## src/rtl/muldiv_seq.sv

```systemverilog
// Iterative signed multiply/divide for the HI/LO path: 32-step shift-add multiply
// or restoring divide on operand magnitudes, then a sign-fix cycle and a done pulse.
module muldiv_seq #(
   parameter int WIDTH = 32
) (
   input  logic             clk,
   input  logic             reset,
   input  logic             start_mult,
   input  logic             start_div,
   input  logic [WIDTH-1:0] a,
   input  logic [WIDTH-1:0] b,
   output logic             busy,
   output logic             done,
   output logic             divzero,
   output logic [WIDTH-1:0] hi,
   output logic [WIDTH-1:0] lo
);

   localparam int CNT_W = $clog2(WIDTH) + 1;
   localparam logic [CNT_W-1:0] LAST_STEP = CNT_W'(WIDTH - 1);

   typedef enum logic [1:0] {S_IDLE, S_RUN, S_FIX} state_e;

   state_e             state_q, state_d;
   logic               op_div_q, op_div_d;
   logic               neg_q, neg_d;
   logic               rneg_q, rneg_d;
   logic [WIDTH-1:0]   opnd_q, opnd_d;
   logic [WIDTH-1:0]   acc_q, acc_d;
   logic [WIDTH-1:0]   mq_q, mq_d;
   logic [CNT_W-1:0]   cnt_q, cnt_d;
   logic [WIDTH-1:0]   hi_q, hi_d;
   logic [WIDTH-1:0]   lo_q, lo_d;
   logic               done_q, done_d;
   logic               divzero_q, divzero_d;

   logic               idle;
   logic               accept_mult, accept_div, div_by_zero;
   logic [WIDTH:0]     add_sum, rem_sh, sub_diff;
   logic [2*WIDTH-1:0] prod_abs, prod_sgn;

   // Two's-complement magnitude; the most negative value maps to itself as unsigned.
   function automatic logic [WIDTH-1:0] mag(input logic [WIDTH-1:0] v);
      return v[WIDTH-1] ? -v : v;
   endfunction

   assign idle        = (state_q == S_IDLE);
   assign accept_mult = idle && start_mult;
   assign accept_div  = idle && !start_mult && start_div && (b != '0);
   assign div_by_zero = idle && !start_mult && start_div && (b == '0);

   // NOTE: sequential state uses non-blocking (<=) so every register samples pre-edge values.
   always_ff @(posedge clk) begin
      if (reset) state_q <= S_IDLE;
      else       state_q <= state_d;
   end

   // NOTE: every always_comb output gets a default first, otherwise a latch is inferred.
   always_comb begin
      state_d = state_q;
      case (state_q)
         S_IDLE:  if (accept_mult || accept_div) state_d = S_RUN;
         S_RUN:   if (cnt_q == LAST_STEP)        state_d = S_FIX;
         S_FIX:   state_d = S_IDLE;
         default: state_d = S_IDLE;
      endcase
   end

   always_comb begin
      busy = (state_q != S_IDLE);
   end

   assign done    = done_q;
   assign divzero = divzero_q;
   assign hi      = hi_q;
   assign lo      = lo_q;

   always_comb begin
      op_div_d  = op_div_q;
      neg_d     = neg_q;
      rneg_d    = rneg_q;
      opnd_d    = opnd_q;
      acc_d     = acc_q;
      mq_d      = mq_q;
      cnt_d     = cnt_q;
      hi_d      = hi_q;
      lo_d      = lo_q;
      done_d    = 1'b0;
      divzero_d = div_by_zero;

      add_sum  = {1'b0, acc_q} + (mq_q[0] ? {1'b0, opnd_q} : '0);
      rem_sh   = {acc_q, mq_q[WIDTH-1]};
      sub_diff = rem_sh - {1'b0, opnd_q};
      prod_abs = {acc_q, mq_q};
      prod_sgn = neg_q ? -prod_abs : prod_abs;

      case (state_q)
         S_IDLE: begin
            if (accept_mult || accept_div) begin
               op_div_d = !accept_mult;
               neg_d    = a[WIDTH-1] ^ b[WIDTH-1];
               rneg_d   = a[WIDTH-1];
               opnd_d   = accept_mult ? mag(a) : mag(b);
               mq_d     = accept_mult ? mag(b) : mag(a);
               acc_d    = '0;
               cnt_d    = '0;
            end
         end
         S_RUN: begin
            cnt_d = cnt_q + CNT_W'(1);
            if (op_div_q) begin
               // Restoring step: keep the trial difference only when it did not go negative.
               acc_d = sub_diff[WIDTH] ? rem_sh[WIDTH-1:0] : sub_diff[WIDTH-1:0];
               mq_d  = {mq_q[WIDTH-2:0], ~sub_diff[WIDTH]};
            end else begin
               acc_d = add_sum[WIDTH:1];
               mq_d  = {add_sum[0], mq_q[WIDTH-1:1]};
            end
         end
         S_FIX: begin
            done_d = 1'b1;
            if (op_div_q) begin
               lo_d = neg_q  ? -mq_q  : mq_q;
               hi_d = rneg_q ? -acc_q : acc_q;
            end else begin
               {hi_d, lo_d} = prod_sgn;
            end
         end
         default: ;
      endcase
   end

   always_ff @(posedge clk) begin
      if (reset) begin
         hi_q      <= '0;
         lo_q      <= '0;
         done_q    <= 1'b0;
         divzero_q <= 1'b0;
      end else begin
         hi_q      <= hi_d;
         lo_q      <= lo_d;
         done_q    <= done_d;
         divzero_q <= divzero_d;
      end
   end

   // NOTE: datapath registers are left unreset; they are fully reloaded on every accepted start.
   always_ff @(posedge clk) begin
      op_div_q <= op_div_d;
      neg_q    <= neg_d;
      rneg_q   <= rneg_d;
      opnd_q   <= opnd_d;
      acc_q    <= acc_d;
      mq_q     <= mq_d;
      cnt_q    <= cnt_d;
   end

endmodule

```

## config.mk

```make
export PLATFORM = sky130hd
export DESIGN_NAME = muldiv_seq
export DESIGN_NICKNAME = d
export VERILOG_FILES = /design/src/rtl/muldiv_seq.sv
export SDC_FILE = /design/constraint.sdc
export NUM_CORES = 1
export LEC_CHECK = 0
export CAP_MARGIN = 40
export CORE_ASPECT_RATIO = 0.8
export CORE_MARGIN = 5
export CORE_UTILIZATION = 45
export CTS_BUF_LIST = sky130_fd_sc_hd__clkbuf_4 sky130_fd_sc_hd__clkbuf_8
export DETAILED_ROUTE_END_ITERATION = 6
export PLACE_DENSITY = 0.68
export SLEW_MARGIN = 0
export SYNTH_ARGS = -nofsm -noshare
export SYNTH_HDL_FRONTEND = slang
export SYNTH_SLANG_ARGS = --single-unit
```

## constraint.sdc

```tcl
create_clock -name clk -period 4.45 [get_ports clk]
set_input_delay 0.89 -clock clk [delete_from_list [all_inputs] [get_ports clk]]
set_output_delay 0.89 -clock clk [all_outputs]
set_load 0.005 [all_outputs]
```

Word-level counts from Yosys, hierarchy flattened
Index checks and enable logic that the tools add are counted.
W data, S select, Z words.

storage, ports and cells
  output and inout bits = 67
  logic and storage cells = 66
  register bits = 173
  bits of input ports = 68

operators by class
  eq/ne operators = 5
  reduce and logical (&&, ||, !) cells = 16
  bitwise operators = 2
  mux-type cells = 23
  add/sub/neg operators = 8

operators with widths
  operator               count
  $mux W32               14
  $neg A32 Y32           4
  $pmux W32 S2           2
  $mux W64               1
  $neg A64 Y64           1
  $add A32 B32 Y33       1
  $sub A33 B32 Y33       1
  $logic_not A32 Y1      1
  $reduce_bool A32 Y1    1
  $pmux W6 S2            1
  $add A6 B1 Y6 const B  1
  $eq A6 B5 Y1 const B   1
  $mux W6                1
  $reduce_and A2 Y1      3
  $logic_and A1 B1 Y1    5
  $mux W2                2
  $pmux W2 S2            1
  $reduce_bool A2 Y1     2
  $eq A2 B1 Y1 const B   1
  $eq A2 B2 Y1 const B   1
  $logic_not A1 Y1       2
  $logic_not A2 Y1       1
  $ne A2 B1 Y1 const B   1
  $ne A2 B2 Y1 const B   1
  4 further kinds        4

Longest topological paths before layout
Gate-level depths: netlist (run 1).

  depth in word-level cells = 7
  gate-level depth with buffers = 14
  depth with buffers taken out = 12

Least setup slack after synthesis (run 1)
No wires, ideal clock.

  path kind = input to register
  start point = input port b[16]
  end point = register acc_q[0] (enable)
  path buffers = 1
  arrival time = 3871 ps
  setup slack = -151 ps
  data required time = 3721 ps
  stages on the path = 8
  setup time = 729 ps
  path through = or4_1 clkbuf_1 nor4_1 nand2_1 or3b_1 a21o_1 nand2_1 nand2_1

between the ends
  cells in the longest elaborated chain, start to end = 5

ends and longest elaborated chain
  what                                RTL line  text
  start: declaration                  11        input logic [WIDTH-1:0] b,
  $reduce_bool A32 Y1                 49        assign accept_div = idle && !start_mult && start_div && (b != '0);
  $logic_and A1 B1 Y1                 49
  $logic_or A1 B1 Y1                  99        if (accept_mult || accept_div) begin
  $ne A2 B1 Y1 (no source line)       -
  $reduce_and A2 Y1 (no source line)  -
  end signal: assignment              153       acc_q <= acc_d;
  end: declaration                    29        logic [WIDTH-1:0] acc_q, acc_d;

Every way passes these cells.
A chain may end at the register's enable or synchronous reset.

Final worst setup path (run 1)
  start point = register mq_q[0]
  end point = register acc_q[29], data pin

between the ends
  cells in the longest elaborated chain, start to end = 4

ends and longest elaborated chain
  what                      RTL line  text
  start: declaration        30        logic [WIDTH-1:0] mq_q, mq_d;
  start signal: assignment  154       mq_q <= mq_d;
  $mux W32                  91        add_sum = {1'b0, acc_q} + (mq_q[0] ? {1'b0, opnd_q} : '0);
  $add A32 B32 Y33          91
  $mux W32                  111       if (op_div_q) begin
  $pmux W32 S2              97        case (state_q)

Every way passes these cells.

==> impl_metrics.tcl, run 1 <==
set metrics [dict create \
    dp_cells 2221 \
    instances_no_fill 2253 \
    hold_viol 0 \
    async_flop_share_pct 0 \
    seq_power_share_pct 34.1 \
    cts_setup_buffers 0 \
    synth-adder-area-share_pct 6.38 \
    cts.sinks 173 \
    avgViaCountPerCell 6.10 \
    ys.flop_type "edfxtp_1" \
    synth_top_family_by_area "compound AO/OA/AOI/OAI gates" \
    ys_ff_latch 173 \
    setup_viol_count_final 0 \
    holdBufCountCts 0 \
    outcome "complete, no violations" \
    grt_pass1_wl_um 71300 \
    peakVddDrop_mv 0.193 \
    gp_congestion 0.993 \
    power.share.clock_pct 19.4 \
    report.final.slew_viol_count 0 \
    arrival_ns 4.04 \
    die-height_um 169 \
    numCtsBuffers 17 \
    first_global_vias 12251 \
    grt_max_degree 99 \
    power_density_nw_per_um2 407 \
    required_ns 4.68 \
    yosys-top-cells-area "edfxtp_1 (22%), dfxtp_1 (9.6%), xor2_1 (6.8%)" \
    grt_antenna_before_repair 0 \
    ant_nets 0 \
    vias 13750 \
    grt.overflow.total 0 \
    setup.worst_path.end_class "register" \
    skew_ns 0.0251 \
    synth_edf_count 105 \
    die_width_um 208 \
    clk_pin_slew_ns 0.10 \
    max_freq_ghz 0.263 \
    crit_type "register to register" \
    nNetsFinal 1959 \
    timing.max_cap.violations 0 \
    ys_warn_count 0 \
    drive_gt1_share_pct 5.95 \
    period_share_pct 85.6 \
    area_growth_syn_to_layout_pct 17.1 \
    syn_nets 1856 \
    io_pins 135 \
    diodes 0 \
    core_um2 31300 \
    clock-root-buffer "clkbuf_8" \
    wl_um 46900 \
    syn_area_per_cell_um2 8.25 \
    dp_hpwl_um 36400 \
    seq_area_frac_synth_pct 31.9 \
    final-seq-area_um2 4510 \
    slew_headroom_pct 45.6 \
    power_leakage_nw 6.37 \
    fillers 2962 \
    synthSimpleGateAreaFrac_pct 18.6 \
    groute.usage.overall_pct 25.4 \
    yosysUniqueCellTypes 78 \
    initial_utilization_pct 45.3 \
    first_pass_iters 6 \
    switchingPower_w 0.00289 \
    synth.area.mux_share_pct 4.34 \
    clk_latency_ns 0.50 \
    power_frac_comb_pct 46.5 \
    max-clock-path-buffers 2 \
    ctsResizeCount 0 \
    h-tree-depth 4 \
    syn_inst 1717 \
    tns_ns 0 \
    synth_area_um2 14200 \
    route.detailed.drc 0 \
    ff2ff_setup_slack_ns 0.64 \
    worstMarginPinSlew_ns 0.815 \
    yosys.area.top_type_share_pct 22.3 \
    cts_tree "done" \
    grt_setup_unrepaired "no" \
    port_buffers 134 \
    synth_area_leader_cell "edfxtp_1" \
    hold_class "register to register" \
    swShare_pct 42.9 \
    drtIter0Drc 1582 \
    final.min_clock_period_ns 3.81 \
    dieArea_um2 35100 \
    p_int_w 0.00386 \
    crit_fanout 5 \
    cp-start-kind "register" \
    synth-compound-area-share_pct 24.0 \
    wire_per_inst_um 20.8 \
    rows 58 \
    synthXorXnorAreaFrac_pct 10.6 \
    multi_input_area_um2 9070 \
]
==> cells by family after synthesis <==
| group | after synthesis |
|---|---|
| compound gates | 531 |
| xor+xnor | 171 |
| fa+ha+maj | 71 |
| buf+inv | 158 |
| flops | 173 |
| mux | 61 |
| simple gates | 552 |
==> power by group through the flow <==
stage | Sequential, W | Combinational, W | Clock, W
6_report | 0.00231 | 0.00314 | 0.00131
5_1_grt | 0.00232 | 0.00342 | 0.00139
4_1_cts | 0.00228 | 0.00307 | 0.00133
3_5_place_dp | 0.00232 | 0.00306 | 0
3_3_place_gp | 0.00231 | 0.00301 | 0
2_1_floorplan | 0.00214 | 0.00223 | 0
==> layout by cell type (no fill, tap or decap), types with 34 or more instances in the layout <==
| cell type | synthesis | layout |
|---|---|---|
| buf_4 | 1 | 38 |
| clkdlybuf4s50_1 | 0 | 133 |
| xor2_1 | 110 | 110 |
| nand2_1 | 163 | 162 |
| inv_1 | 60 | 60 |
| nor2_1 | 174 | 174 |
| xnor2_1 | 61 | 61 |
| o31ai_1 | 35 | 35 |
| a211oi_1 | 70 | 70 |
| nand3_1 | 36 | 36 |
| edfxtp_1 | 105 | 105 |
| mux2i_1 | 58 | 58 |
| o21ai_1 | 37 | 37 |
| o21ai_0 | 69 | 69 |
| a21o_1 | 34 | 34 |
| dfxtp_1 | 68 | 68 |
| ha_1 | 69 | 69 |
| a21oi_1 | 154 | 154 |
==> cell usage after synthesis, drive strengths merged, types with 4 or more instances <==
library cell,count
xor2,110
nand3,36
o22ai,24
nor3,27
nand2b,16
o211ai,6
and2,14
or4,16
or3,30
xnor2,61
o21ai,107
dfxtp,68
inv,61
nand3b,7
nor4b,4
a31oi,11
a211o,5
o31a,4
a221oi,4
a21o,34
nand4,11
nor2,174
a211oi,70
o21bai,9
or2,10
a21boi,4
o21a,7
a21oi,154
o41ai,24
buf,17
nand2,163
nor3b,4
ha,69
o311ai,6
edfxtp,105
and3,6
clkbuf,79
nor2b,12
mux2i,58
nor4,15
o31ai,35
==> state kept, by name, summed over array words and instances (netlist names) <==
name	count
acc_q	32
cnt_q	6
divzero	1
done	1
hi	32
lo	32
mq_q	32
neg_q	1
op_div_q	1
opnd_q	32
rneg_q	1
state_q	2
==> layer usage <==
| layer | part of all wire [%] | track usage [%] | routed length, um |
|---|---|---|---|
| met4 | 1.8 | 6.05 | 847 |
| met1 | 45 | 39.0 | 21200 |
| met3 | 11 | 5.58 | 5330 |
| met2 | 42 | 36.3 | 19500 |
| met5 | 0 | 0 | 0 |
==> worst paths after layout <==
| kind | startpoint | end | cells after the start |
|---|---|---|---|
| worst max-delay path | mq_q[0]$_DFFE_PP_ | acc_q[29]$_SDFFCE_PN0P_ | 13 |
| worst min-delay path | hi[14]$_SDFFE_PP0P_ | hi[14]$_SDFFE_PP0P_ | 2 |
| worst max register to register | mq_q[0]$_DFFE_PP_ | acc_q[29]$_SDFFCE_PN0P_ | 13 |
| worst min register to register | hi[14]$_SDFFE_PP0P_ | hi[14]$_SDFFE_PP0P_ | 2 |
==> critical path: stages, from the launching register on <==
cell and delay [ns]:
edfxtp_1 0.39, buf_4 0.18, and2_1 0.14, ha_1 0.22, fa_1 0.45, a211oi_1 0.36, o21ai_1 0.21, a32oi_1 0.30
a31oi_1 0.21, o21ai_1 0.36, a21oi_1 0.19, o211ai_1 0.25, and3b_1 0.19, o32ai_1 0.08
==> stage by stage <==
stage | area, um2 | total power (W) | worst slack (ns) | utilization (%) | hold WS (ns)
2_1_floorplan | 14200 | 0.00437 | 0.541 | - | 0.448
3_3_place_gp | 16000 | 0.00533 | 0.418 | 51.2 | 0.439
3_5_place_dp | 16100 | 0.00537 | 0.337 | 51.6 | 0.446
4_1_cts | 16600 | 0.00668 | 0.742 | 53.0 | 0.458
5_1_grt | 16600 | 0.00713 | 0.465 | 53.0 | 0.469
6_report | 16600 | 0.00675 | 0.642 | 53.0 | 0.455
==> cell type report <==
cell class / count / area share [%]
Clock buffer: 19 / 1.54
Clock inverter: 13 / 1.22
Inverter: 62 / 1.40
Multi-Input combinational cell: 1386 / 54.7
Sequential cell: 173 / 27.2
Tap cell: 420 / 3.17
Timing Repair Buffer: 180 / 10.8
No activity file was read; power rests on OpenSTA's default activity.
==> inputs of run 2 (changes only) <==
--- a/config.mk
+++ b/config.mk
@@ -8,10 +8,9 @@
 export CAP_MARGIN = 40
 export CORE_ASPECT_RATIO = 0.8
 export CORE_MARGIN = 5
-export CORE_UTILIZATION = 45
+export CORE_UTILIZATION = 25
 export CTS_BUF_LIST = sky130_fd_sc_hd__clkbuf_4 sky130_fd_sc_hd__clkbuf_8
 export DETAILED_ROUTE_END_ITERATION = 6
-export PLACE_DENSITY = 0.68
 export SLEW_MARGIN = 0
 export SYNTH_ARGS = -nofsm -noshare
 export SYNTH_HDL_FRONTEND = slang
==> impl_metrics.tcl, run 2 (synthesis gave the netlist of run 1 again) <==
set metrics [dict create \
    grt_pass1_wl_um 77700 \
    final.min_clock_period_ns 4.05 \
    hold_ws_ns 0.458 \
    h-tree-depth 4 \
    vias 13754 \
    cts_tree "done" \
    hold_class "register to register" \
    wl_um 51700 \
    hold_viol 0 \
    fillers 5978 \
    first_global_vias 12623 \
    groute.usage.overall_pct 15.9 \
    final_cell_mix "nor2_1 (174), nand2_1 (162), a21oi_1 (154), clkdlybuf4s50_1 (133), xor2_1 (110)" \
    first_pass_iters 7 \
    timing.max_cap.violations 0 \
    required_ns 4.81 \
    rows 78 \
    instances_no_fill 2586 \
    clk_pin_slew_ns 0.10 \
    crit_chain "inv_1, nor2_1, ha_1, o21a_1, a31oi_1, or3_1, a311oi_1, o21ai_1, o31ai_1, a21oi_1, or3_1, nand3_1" \
    grt_antenna_before_repair 15 \
    io_pins 135 \
    tns_ns 0 \
    layout_commonest_cell "nor2_1" \
    cts_setup_buffers 0 \
    drtIter0Drc 1383 \
    multi_input_area_um2 9070 \
    timing.final.ws_setup_ns 0.398 \
    dp_slack_ns 0.265 \
    port_buffers 134 \
    die-height_um 223 \
    period_share_pct 91.1 \
    ant_nets 0 \
    initial_utilization_pct 25.1 \
    max_freq_ghz 0.247 \
    arrival_ns 4.41 \
    setup_viol_count_final 0 \
    avgViaCountPerCell 5.32 \
    dp_cells 2546 \
    clk_latency_ns 0.50 \
    power_leakage_nw 6.24 \
    wl_met2_um 21900 \
    place_area_um2 16400 \
    holdBufCountCts 0 \
    m1WireLength_um 23800 \
    met3_length_um 5370 \
    clock-root-buffer "clkbuf_8" \
    max-clock-path-buffers 2 \
    ctsResizeCount 0 \
    report.final.slew_viol_count 0 \
    worstMarginPinSlew_ns 0.897 \
    routed.top_layer "met5" \
    slowest_delay_ns 0.49 \
    cts.sinks 173 \
    nNetsFinal 1944 \
    route.detailed.drc 3 \
    grt_setup_unrepaired "no" \
    cp-start-kind "register" \
    dieArea_um2 61500 \
    wire_per_inst_um 20.0 \
    die_width_um 276 \
    drive_gt1_share_pct 5.17 \
    numCtsBuffers 17 \
    grt.overflow.total 0 \
    skew_ns 0.0167 \
    crit_type "register to register" \
    slew_headroom_pct 40.2 \
    core_um2 56400 \
    outcome "complete, but fails checks" \
    area_growth_syn_to_layout_pct 18.6 \
    dp_hpwl_um 40800 \
    path_common_cell "or3_1" \
    gp_congestion 0.933 \
    slowest_stage "o31ai_1" \
    power_density_nw_per_um2 396 \
    violations "design-rule violations" \
    grt_max_degree 116 \
    peakVddDrop_mv 0.216 \
    final-seq-area_um2 4510 \
    crit_fanout 12 \
    fin_area_um2 16800 \
    setup.worst_path.end_class "register" \
]
run 2: cell types whose count changed in the layout (fill, tap and decap cells not counted), moves of 2 or more:
cell       delta
buf_4        -10
inv_6         +2
diode_2       +8
buf_16        -2
buf_8         -2
bufinv_16     -2
run 2: critical path: cells and delay by family (launching register included):
kind                       cells  cell delay, ns
AOI/OAI and AO/OA              6            1.66
adders and majority gates      1            0.41
buffers and inverters          1            0.38
DFF                            1            0.48
and+or+nand+nor                4            0.98
run 2: area by class of cell:
type | instances | area share (%)
antenna | 8 | 0.119
clock buffer | 19 | 1.48
clock inverter | 13 | 0.901
inverter | 62 | 1.39
multi-input combinational | 1386 | 54.0
sequential | 173 | 26.9
tap | 760 | 5.66
timing repair buffer | 165 | 9.56
run 2: metal layers:
layer  global-route usage (%)  vias up
met2                     23.4      610
met1                     23.6     6566
li1                         -     6520
met3                     4.35       48
met5                        0        -
met4                     2.75       10
run 2: metrics by stage:
step / utilization [%] / total power (W)
floorplan: - / 0.00437
global placement: 29.0 / 0.00537
detailed placement: 29.0 / 0.00540
CTS: 29.7 / 0.00659
global route: 29.8 / 0.00704
finish: 29.8 / 0.00665
run 2: final timing paths:
check | depth (start not counted) | end | slack [ns] | start
max | 12 | acc_q[30]$_SDFFCE_PN0P_ | 0.40 | mq_q[0]$_DFFE_PP_
min | 2 | hi[4]$_SDFFE_PP0P_ | 0.46 | hi[4]$_SDFFE_PP0P_
max reg2reg | 12 | acc_q[30]$_SDFFCE_PN0P_ | 0.40 | mq_q[0]$_DFFE_PP_
min reg2reg | 2 | hi[4]$_SDFFE_PP0P_ | 0.46 | hi[4]$_SDFFE_PP0P_
run 2: power by group:
part           switching, W  leakage, nW  total [W]  internal (W)
combinational       0.00194         4.41    0.00316       0.00122
sequential         0.000367         1.62    0.00231       0.00195
clock              0.000660        0.206    0.00119      0.000526
total               0.00296         6.24    0.00665       0.00369
==> RTL edit (flow settings as in run 2) <==
The 3 states of `state_e` get a one-hot encoding in 3 bits.
--- a/src/rtl/muldiv_seq.sv
+++ b/src/rtl/muldiv_seq.sv
@@ -19,7 +19,7 @@
    localparam int CNT_W = $clog2(WIDTH) + 1;
    localparam logic [CNT_W-1:0] LAST_STEP = CNT_W'(WIDTH - 1);
 
-   typedef enum logic [1:0] {S_IDLE, S_RUN, S_FIX} state_e;
+   typedef enum logic [2:0] {S_IDLE = 3'b001, S_RUN = 3'b010, S_FIX = 3'b100} state_e;
 
    state_e             state_q, state_d;
    logic               op_div_q, op_div_d;
Behaviour: no difference found for any inputs over 10 cycles, from zero or initial values and one cycle with reset high; not proved beyond that.
==> RTL edit against run 2 <==
- sequential share of layout area down 0.17 points
- setup slack worse by 0.093 ns
- worst hold slack better by 0.0025 ns
- synthesized cell count is essentially flat
- area after synthesis up 0.41%
- fmax shrank 2.3%
- sequential cell count grew 1
- clock power down 9%
- power down 7.3%
- wire length about the same
- design area rose by 1.1%
- count of clock-buffer cells in the layout shrank 2
==> RTL edit: results (changes against run 2) <==
[route]
drtPass1Iterations = 5  ; -2
drtIter0Drc = 1345  ; -2.7%
drt-total-wl_um = 51800  ; about the same
routed-via-count = 13613  ; -1.0%
met3RoutedLength_um = 4570  ; -15%
drt.antenna.violating_nets = 0  ; unchanged
met2_length_um = 21700  ; -1.2%
vias_per_cell = 5.21  ; -2.0%
dr.max_layer_used = met5
wl_met1_um = 24900  ; +4.6%

[job]
max_cap_violations = 0  ; unchanged

[global_route]
gr-usage-met3 = 0.0313  ; -0.0122
grt_max_degree = 67  ; -42%
grt_first_pass_wirelength_um = 77700  ; about the same
track_usage = 0.159  ; -0.000306
antenna_found_initial = 6  ; -9
grt_util_met2 = 0.232  ; -0.00223
met1_usage = 0.244  ; +0.00825
grt_pass1_vias = 12646  ; +0.18%

[yosys]
synth_common_cells = nor2_1, nand2_1, a21oi_1, edfxtp_1, xor2_1
synth_nets = 1855  ; -0.054%
yosysWarnings = 0  ; unchanged
synth_area_leaders = edfxtp_1, dfxtp_1, xor2_1, ha_1, a21oi_1
synth_cell_types = 82  ; +5.1%
synth.avg_cell_area_sq_um = 8.29  ; +0.46%
syn-cell-area_sq_um = 14200  ; +0.41%
async_flop_share = 0  ; unchanged
seq_area_frac_synth = 0.319  ; about the same

[clock_tree]
cts_root_buf = clkbuf_8
path_clk_slew_ns = 0.11
clock_path_buffers = 2  ; unchanged
cts_resized = 0  ; unchanged

[timing]
fin_skew_ns = 0.0215  ; +0.00477 ns
tightestPinTransition_ns = 0.835  ; -0.0613 ns
hold_viol_final = 0  ; unchanged
fin_hold_ws_ns = 0.461  ; +0.00253 ns

[finish]
nets = 1974  ; +1.5%
drive_gt1_frac = 0.0714  ; +0.0197

[worst_hold_path]
min_path_type = reg -> reg
hold_end = lo[11]$_SDFFE_PP0P_
hold_start = lo[11]$_SDFFE_PP0P_

[place]
gp_congestion = 0.931  ; -0.17%
dp_hpwl_um = 41500  ; +1.5%
io_buffers = 134  ; unchanged
place_area_sq_um = 16600  ; +1.4%

[power]
irDropWorstVdd_v = 0.000183  ; -15%
p_switching_w = 0.00268  ; -9.7%
leakage_nw = 6.38  ; +2.3%
powerClk_w = 0.00108  ; -9%
seqPwrFrac = 0.352  ; +0.004

[status]
status = finished clean

[worst_setup_path]
reg2reg_slack_ns = 0.30  ; -0.09 ns
slowest_stage = or3b_2
crit_arrival_ns = 4.40  ; about the same
crit_fanout = 17  ; +5
reg2reg_to = acc_q[31]$_SDFFCE_PN0P_
cpLargestDelayFamily = compound AO/OA/AOI/OAI gates
ff2ff_path_depth = 15  ; +3
r2r-start = mq_q[31]$_DFFE_PP_
slowest_delay_ns = 0.50

## RTL edit: cell count changes in the layout (fill, tap and decap cells not counted), sizes merged, moves of 6 or more
cell | run 2 | this run
o21bai | 9 | 16
buf | 32 | 56
nand3 | 36 | 30
mux2i | 58 | 68
o41ai | 24 | 14
o21ai | 107 | 100
a21o | 34 | 25
nor2 | 174 | 198
nor3 | 27 | 34
xor2 | 110 | 104
o22ai | 24 | 11
and3 | 6 | 15
## RTL edit: how the worst max path moves through the flow
stage	endpoint	startpoint	cells after the start
after global routing	acc_q[31]$_SDFFCE_PN0P_	mq_q[31]$_DFFE_PP_	15
final	acc_q[31]$_SDFFCE_PN0P_	mq_q[31]$_DFFE_PP_	15
after floorplan	acc_q[0]$_SDFFCE_PN0P_	b[10]	7
after detailed placement	opnd_q[11]$_DFFE_PP_	b[9]	9
after CTS	acc_q[31]$_SDFFCE_PN0P_	mq_q[31]$_DFFE_PP_	15
after global placement	opnd_q[4]$_DFFE_PP_	b[10]	9
## RTL edit: logic make-up after synthesis
kind of cell    after synthesis  synth area share
flops                       174             0.319
simple gates                573             0.191
compound gates              501             0.228
xor+xnor                    168             0.103
mux                          75            0.0534
fa+ha+maj                    71            0.0635
buf+inv                     154            0.0416
## RTL edit: stage by stage
step / setup WS (ns) / power [W]
after floorplan: 0.364 / 0.00406
after global placement: 0.283 / 0.00501
after detailed placement: 0.230 / 0.00502
after CTS: 0.236 / 0.00611
after global routing: 0.104 / 0.00652
final: 0.305 / 0.00617
## RTL edit: area by class of cell
type / count / area, sq um
inverter: 65 / 244
sequential: 174 / 4530
timing repair buffer: 189 / 1760
multi-input combinational: 1388 / 9120
tap: 760 / 951
clock buffer: 17 / 234
fill: 5968 / 39500
antenna: 3 / 7.51
clock inverter: 15 / 134
